File: config.mk
export PLATFORM = sky130hd
export DESIGN_NAME = fetch_unit
export DESIGN_NICKNAME = d
export VERILOG_FILES = /design/src/rtl/fetch_unit.sv
export SDC_FILE = /design/constraint.sdc
export NUM_CORES = 1
export LEC_CHECK = 0
export BUFFER_PORTS_ARGS = -buffer_cell sky130_fd_sc_hd__buf_2
export CAP_MARGIN = 20
export CORE_MARGIN = 2
export CORE_UTILIZATION = 46
export CTS_CLUSTER_DIAMETER = 40
export DETAILED_ROUTE_END_ITERATION = 10
export GPL_TIMING_DRIVEN = 0
export PLACE_DENSITY = 0.79
export RECOVER_POWER = 50
export SLEW_MARGIN = 20
export SYNTH_ARGS = -nofsm -noshare
export SYNTH_HDL_FRONTEND = slang
export SYNTH_SLANG_ARGS = --single-unit
export TNS_END_PERCENT = 30
File: constraint.sdc
create_clock -name clk -period 1.94 [get_ports clk]
set_input_delay 0.485 -clock clk [delete_from_list [all_inputs] [get_ports clk]]
set_output_delay 0.485 -clock clk [all_outputs]
set_load 0.01 [all_outputs]
File: src/rtl/fetch_unit.sv
// Instruction-fetch stage: owns PC and the instruction register, and runs a
// req/ack read to instruction memory with a sticky timeout.
module fetch_unit #(
  parameter int               WIDTH    = 32,
  parameter logic [WIDTH-1:0] RESET_PC = {WIDTH{1'b0}},
  parameter int               MAX_WAIT = 8
) (
  input  logic             clk,
  input  logic             reset,
  input  logic             PCWrite,
  input  logic [WIDTH-1:0] PCNext,
  input  logic             IRWrite,
  input  logic [WIDTH-1:0] MemRData,
  input  logic             MemAck,
  output logic             MemReq,
  output logic [WIDTH-1:0] MemAddr,
  output logic [WIDTH-1:0] PC,
  output logic [WIDTH-1:0] Instr,
  output logic             InstrValid,
  output logic             Stall,
  output logic             FetchErr
);

  localparam int CW = $clog2(MAX_WAIT) + 1;
  localparam logic [CW-1:0] LAST_WAIT = CW'(MAX_WAIT - 1);

  typedef enum logic [1:0] {
    IDLE = 2'd0,
    REQ  = 2'd1,
    ERR  = 2'd2
  } state_t;

  state_t           state_q, state_d;
  logic [WIDTH-1:0] pc_q, pc_d;
  logic [WIDTH-1:0] addr_q, addr_d;
  logic [WIDTH-1:0] instr_q, instr_d;
  logic             valid_q, valid_d;
  logic             req_q, req_d;
  logic             err_q, err_d;
  logic [CW-1:0]    cnt_q, cnt_d;
  logic             stall_s;

  // Next-state, register updates and the combinational stall request
  always_comb begin
    state_d = state_q;
    pc_d    = pc_q;
    addr_d  = addr_q;
    instr_d = instr_q;
    valid_d = valid_q;
    req_d   = req_q;
    err_d   = err_q;
    cnt_d   = cnt_q;
    stall_s = 1'b0;
    case (state_q)
      IDLE: begin
        stall_s = IRWrite;
        if (PCWrite) begin
          pc_d = PCNext;
        end else begin
          pc_d = pc_q;
        end
        // Launch samples the pre-update PC even when PCWrite fires on the same edge
        if (IRWrite) begin
          addr_d  = pc_q;
          valid_d = 1'b0;
          cnt_d   = {CW{1'b0}};
          req_d   = 1'b1;
          state_d = REQ;
        end else begin
          req_d   = 1'b0;
          state_d = IDLE;
        end
      end
      REQ: begin
        stall_s = ~MemAck;
        if (MemAck) begin
          instr_d = MemRData;
          valid_d = 1'b1;
          req_d   = 1'b0;
          state_d = IDLE;
        end else if (cnt_q == LAST_WAIT) begin
          req_d   = 1'b0;
          err_d   = 1'b1;
          state_d = ERR;
        end else begin
          cnt_d   = cnt_q + {{(CW-1){1'b0}}, 1'b1};
        end
      end
      ERR: begin
        stall_s = 1'b1;
        req_d   = 1'b0;
        state_d = ERR;
      end
      default: begin
        stall_s = 1'b0;
        req_d   = 1'b0;
        state_d = IDLE;
      end
    endcase
  end

  // State and output registers with synchronous reset
  always_ff @(posedge clk) begin
    if (reset) begin
      state_q <= IDLE;
      pc_q    <= RESET_PC;
      addr_q  <= RESET_PC;
      instr_q <= {WIDTH{1'b0}};
      valid_q <= 1'b0;
      req_q   <= 1'b0;
      err_q   <= 1'b0;
      cnt_q   <= {CW{1'b0}};
    end else begin
      state_q <= state_d;
      pc_q    <= pc_d;
      addr_q  <= addr_d;
      instr_q <= instr_d;
      valid_q <= valid_d;
      req_q   <= req_d;
      err_q   <= err_d;
      cnt_q   <= cnt_d;
    end
  end

  assign MemReq     = req_q;
  assign MemAddr    = addr_q;
  assign PC         = pc_q;
  assign Instr      = instr_q;
  assign InstrValid = valid_q;
  assign FetchErr   = err_q;
  assign Stall      = stall_s;

endmodule

======== After elaboration in Yosys (flattened, before gate mapping) ========
Index checks and enable logic that the tools add are counted.
operators by class
  muxes and demuxes ....................... 16
  add/sub/neg operators ................... 1
  bitwise gates (word level) .............. 1
  eq/ne operators ......................... 8
  reductions and logical operators ........ 8
operators with widths
  operator                                              count
  two-way mux 4 bit                                     3
  inequality test 2 bit (second input constant)         4
  one-hot mux 4 bit (2 select lines)                    1
  two-way mux 1 bit                                     6
  one-hot mux 2 bit (3 select lines)                    1
  AND reduction 2 bit                                   3
  AND reduction 3 bit                                   2
  adder 4 x 1 -> 4 bit (second input constant)          1
  equality test 4 x 3 -> 1 bit (second input constant)  1
  two-way mux 2 bit                                     2
  one-hot mux 1 bit (2 select lines)                    2
  AND reduction 4 bit                                   1
  inequality test 3 bit (second input constant)         1
  one-hot mux 1 bit (3 select lines)                    1
  equality test 2 x 1 -> 1 bit (second input constant)  1
  equality test 2 bit (second input constant)           1
  zero test 2 bit                                       1
  nonzero test 2 bit                                    1
  NOT 1 bit                                             1
word-level totals
  bits of input ports ..................... 69
  output and inout port bits .............. 100
  word-level logic and storage cells ...... 42
  bits in registers ....................... 105

======== Logic depth before layout (Yosys ltp) ========
  depth in word-level cells ............... 4
  gate-level depth with buffers ........... 6
  mapped depth without buffers ............ 4

======== Least setup slack after synthesis ========
No wires, ideal clock.
  kind .................................... register to output
  start point ............................. register state_q[0]
  end point ............................... output port Stall
  slack ................................... 408 ps
  buffers on the path ..................... 1
  arrival time ............................ 1047 ps
  stages on the path, launching flop included .. 4
  data required time ...................... 1455 ps
  cells stage by stage .................... dfxtp_1 -> buf_4 -> or3b_1 -> o21ai_0
between the ends
  word-level cells in the longest chain between the ends .. 2
  elaborated cells on any way between the ends .. 4
  classes of those cells .................. eq/ne (2); mux (1); reduce/logical (1)
ends and longest elaborated chain
  what                                               line  RTL
  start, declared                                    33    state_t state_q, state_d;
  start signal, assigned                             114   state_q <= state_d;
  equality test 2 bit, or another cell as far along  54    case (state_q)
  one-hot mux 1 bit (3 select lines) (*)             54
  end, declared                                      20    output logic Stall,
Every way passes the cells marked *; elsewhere a longest branch is shown, timed or not.

======== Worst setup path in the final report ========
Ends and elaborated chain as after synthesis.

==> reports/results.txt <==
Run status - complete, no violations
Type of the most critical hold path - in -> reg
Number of fill cells - 769
Final standard cell count with taps included and fillers excluded - 749
Period minus WS final - 1.87 ns
Die area - 0.00882 mm^2
Static Leak - 1.88 nW
# H-tree levels - 3
Layout area overhead - 28.5%
Cell-by-cell trace of the critical path - or3b_4 -> o21ai_2 -> buf_2
CTS Hold Bufs - 0
Number of buffers created by CTS - 9
Max IR drop VDD - 672 uV
First-pass iteration count of the detailed router - 5
Max-cap violation count - 0
# clock sinks - 104
Worst stage delay on the critical path - 0.43 ns
Global-route total usage across every layer - 22.6%
Placer Congestion - 0.761
Final hold vios - 0
Syn Nets - 534
Maximum net fanout on the critical path - 12
Placed cell count - 734
Sum of buffers and inverters on the critical path - 1
Type of origin of the critical path - flop
Number of design rule violations left after detail routing - 0
Initial antenna violation count - 0
Sum Neg Setup Slack - 0 ns
Share of final-layout standard cells stronger than drive strength 1 - 18.9%
Total of flip-flops plus latches after synthesis - 104
Grt total ovfl - 0
Element type at the critical path end - primary output
Drt total wl - 10100 um
Core area - 0.00777 mm^2
CP Class - reg -> out
Max-slew violation count - 0
Highest achievable clock rate - 0.534 GHz
Worst-case headroom to the max-slew limit - 65.8%
Root buffer selected by CTS - sky130_fd_sc_hd__clkbuf_8
Period Utilization, post-route - 96.5%
PwrDens - 861 mW/mm^2
Via total after detailed routing - 3719
Family with the most delay on the worst path - flip-flops
Hpwl dp - 7700 um
Mean instance size in the synthesized netlist - 8.02 um^2
Chip width - 93.9 um
Clk_skew - 0.0148 ns
Tightest Pin Transition - 0.512 ns
Crit path max-delay cell type - sky130_fd_sc_hd__dfxtp_4
Initial Util - 47.9%
Endpoints failing setup - 0
Worst-Skew Late Latency - 0.36 ns
Clock tree from TritonCTS - yes
Routed length per instance - 13.4 um
Clock Pin Slew Worst Setup and Hold Paths - 0.11 ns
DIE HEIGHT - 93.9 um
Unrepaired setup endpoints after global routing - false
Count of different cell masters after synthesis - 25
Count of input and output buffers - 168
Row count - 32
Boundary pin count - 169
Number of design-rule violations left by the first detailed-router iteration - 124
Final-stage net count - 712
Synthesized cell area - 0.00372 mm^2
Post-route antenna net violation count - 0
Maximum number of pins on one net before global-route repair - 19
Synthesized instance count - 464
Per-cell via count in the routed design - 4.97
Longest Clk Path Bufs - 2
Arrival @ worst endpoint - 1.39 ns
Via count of the first global-routing pass - 3497
Global-route wire length before repair - 15800 um
Sequential cell area fraction in the yosys report - 56.0%
Diodes inserted - 0
Number of warning messages in the yosys log - 0
Critical path data required time - 1.45 ns
## layer usage
layer,wire (um),track usage (%),part of all wire [%],up-vias
met2,4770,39.3,47,162
met5,0,0,0,-
li1,-,-,-,1854
met4,189,9.06,1.9,0
met1,4170,26.1,41,1686
met3,932,6.42,9.3,17
## cell usage after synthesis (all sizes together)
library cell | n | area (um^2)
inv | 2 | 7.51
buf | 20 | 124
nor3b | 4 | 40.0
a32o | 1 | 10.0
ha | 1 | 12.5
nor2 | 4 | 15.0
mux2i | 3 | 30.0
nand2 | 195 | 732
nand2b | 3 | 18.8
clkbuf | 14 | 52.6
or2 | 1 | 6.26
and3 | 1 | 6.26
nand4 | 2 | 12.5
o21ai | 1 | 5.00
dfxtp | 104 | 2080
and3b | 1 | 8.76
nand3b | 3 | 22.5
a21oi | 100 | 504
nand3 | 1 | 5.00
or3b | 3 | 26.3
## where the power goes
part           internal [W]  switching [W]  total [W]
Sequential          0.00222      0.0000616    0.00228
Clock              0.000611       0.000746    0.00136
Combinational      0.000183       0.000293   0.000476
Total               0.00302        0.00110    0.00412
## logic make-up (layout without fill, tap and decap cells)
kind of cell / count (synthesis) / count (layout) / synth area share [%]
AOI/OAI and AO/OA: 102 / 102 / 14.0
adders and majority gates: 1 / 1 / 0.336
buffers and inverters: 36 / 219 / 4.94
DFF: 104 / 104 / 56.0
muxes: 3 / 3 / 0.807
and+or+nand+nor: 218 / 218 / 24.0
## stage by stage
stage	hold slack [ns]	cell area, um^2	setup WS, ns	total power [W]	utilization, %
2_1_floorplan	0.450	3720	0.408	0.00259	-
3_3_place_gp	0.434	4690	0.213	0.00281	60.4
3_5_place_dp	0.440	4690	0.201	0.00283	60.4
4_1_cts	0.341	4890	0.0173	0.00417	63.0
5_1_grt	0.342	4780	0.0223	0.00429	61.5
6_report	0.353	4780	0.0669	0.00412	61.5
## flip-flops by register name, indices dropped and copies added (netlist names)
register,flops
state_q,2
FetchErr,1
PC,32
cnt_q,4
Instr,32
InstrValid,1
MemAddr,32
## layout make-up
| cell class | instances | area, um^2 | share of cell area, % |
|---|---|---|---|
| clock inverters | 7 | 78.8 | 1.65 |
| clock buffers | 9 | 124 | 2.59 |
| inverters | 2 | 7.51 | 0.157 |
| multi-input cells | 324 | 1460 | 30.6 |
| well taps | 102 | 128 | 2.67 |
| flip-flops and latches | 104 | 2090 | 43.7 |
| repair buffers | 169 | 738 | 15.4 |
| plain buffers | 32 | 156 | 3.27 |
## worst reg2reg max path, delay by kind of cell, from the launching register on
family	cells	cell delay, ns
simple gates	2	0.56
buf+inv	2	0.37
compound gates	1	0.06
flops	1	0.39
## timing repair
item | in CTS | in global routing
setup buffers | 0 | 1
gates resized for setup | 5 | 1
setup endpoints to repair | 1 | 1
pin swaps | 1 | 1
## worst paths after layout
path / slack [ns] / cells past startpoint / startpoint / endpoint
min reg2reg: 0.45 / 2 / FetchErr$_SDFFE_PP0P_ / FetchErr$_SDFFE_PP0P_
max reg2reg: 0.43 / 5 / state_q[1]$_SDFFE_PP0P_ / PC[12]$_SDFFE_PP0P_
max: 0.07 / 3 / state_q[0]$_SDFFE_PP0P_ / Stall
min: 0.35 / 3 / PCNext[7] / PC[7]$_SDFFE_PP0P_
## cell usage in the layout, fill, tap and decap left out, drive strengths merged
| master | count |
|---|---|
| clkinv | 4 |
| clkbuf | 112 |
| nand3 | 1 |
| bufinv | 1 |
| nor2 | 4 |
| and3 | 1 |
| or3b | 3 |
| nand4 | 2 |
| nand2b | 3 |
| mux2i | 3 |
| dfxtp | 104 |
| inv | 4 |
| nand2 | 195 |
| nor3b | 4 |
| nand3b | 3 |
| o21ai | 1 |
| a21oi | 100 |
| buf | 98 |
| ha | 1 |
| a32o | 1 |
| or2 | 1 |
| and3b | 1 |
Note: power is estimated with default switching activity, not from simulation.
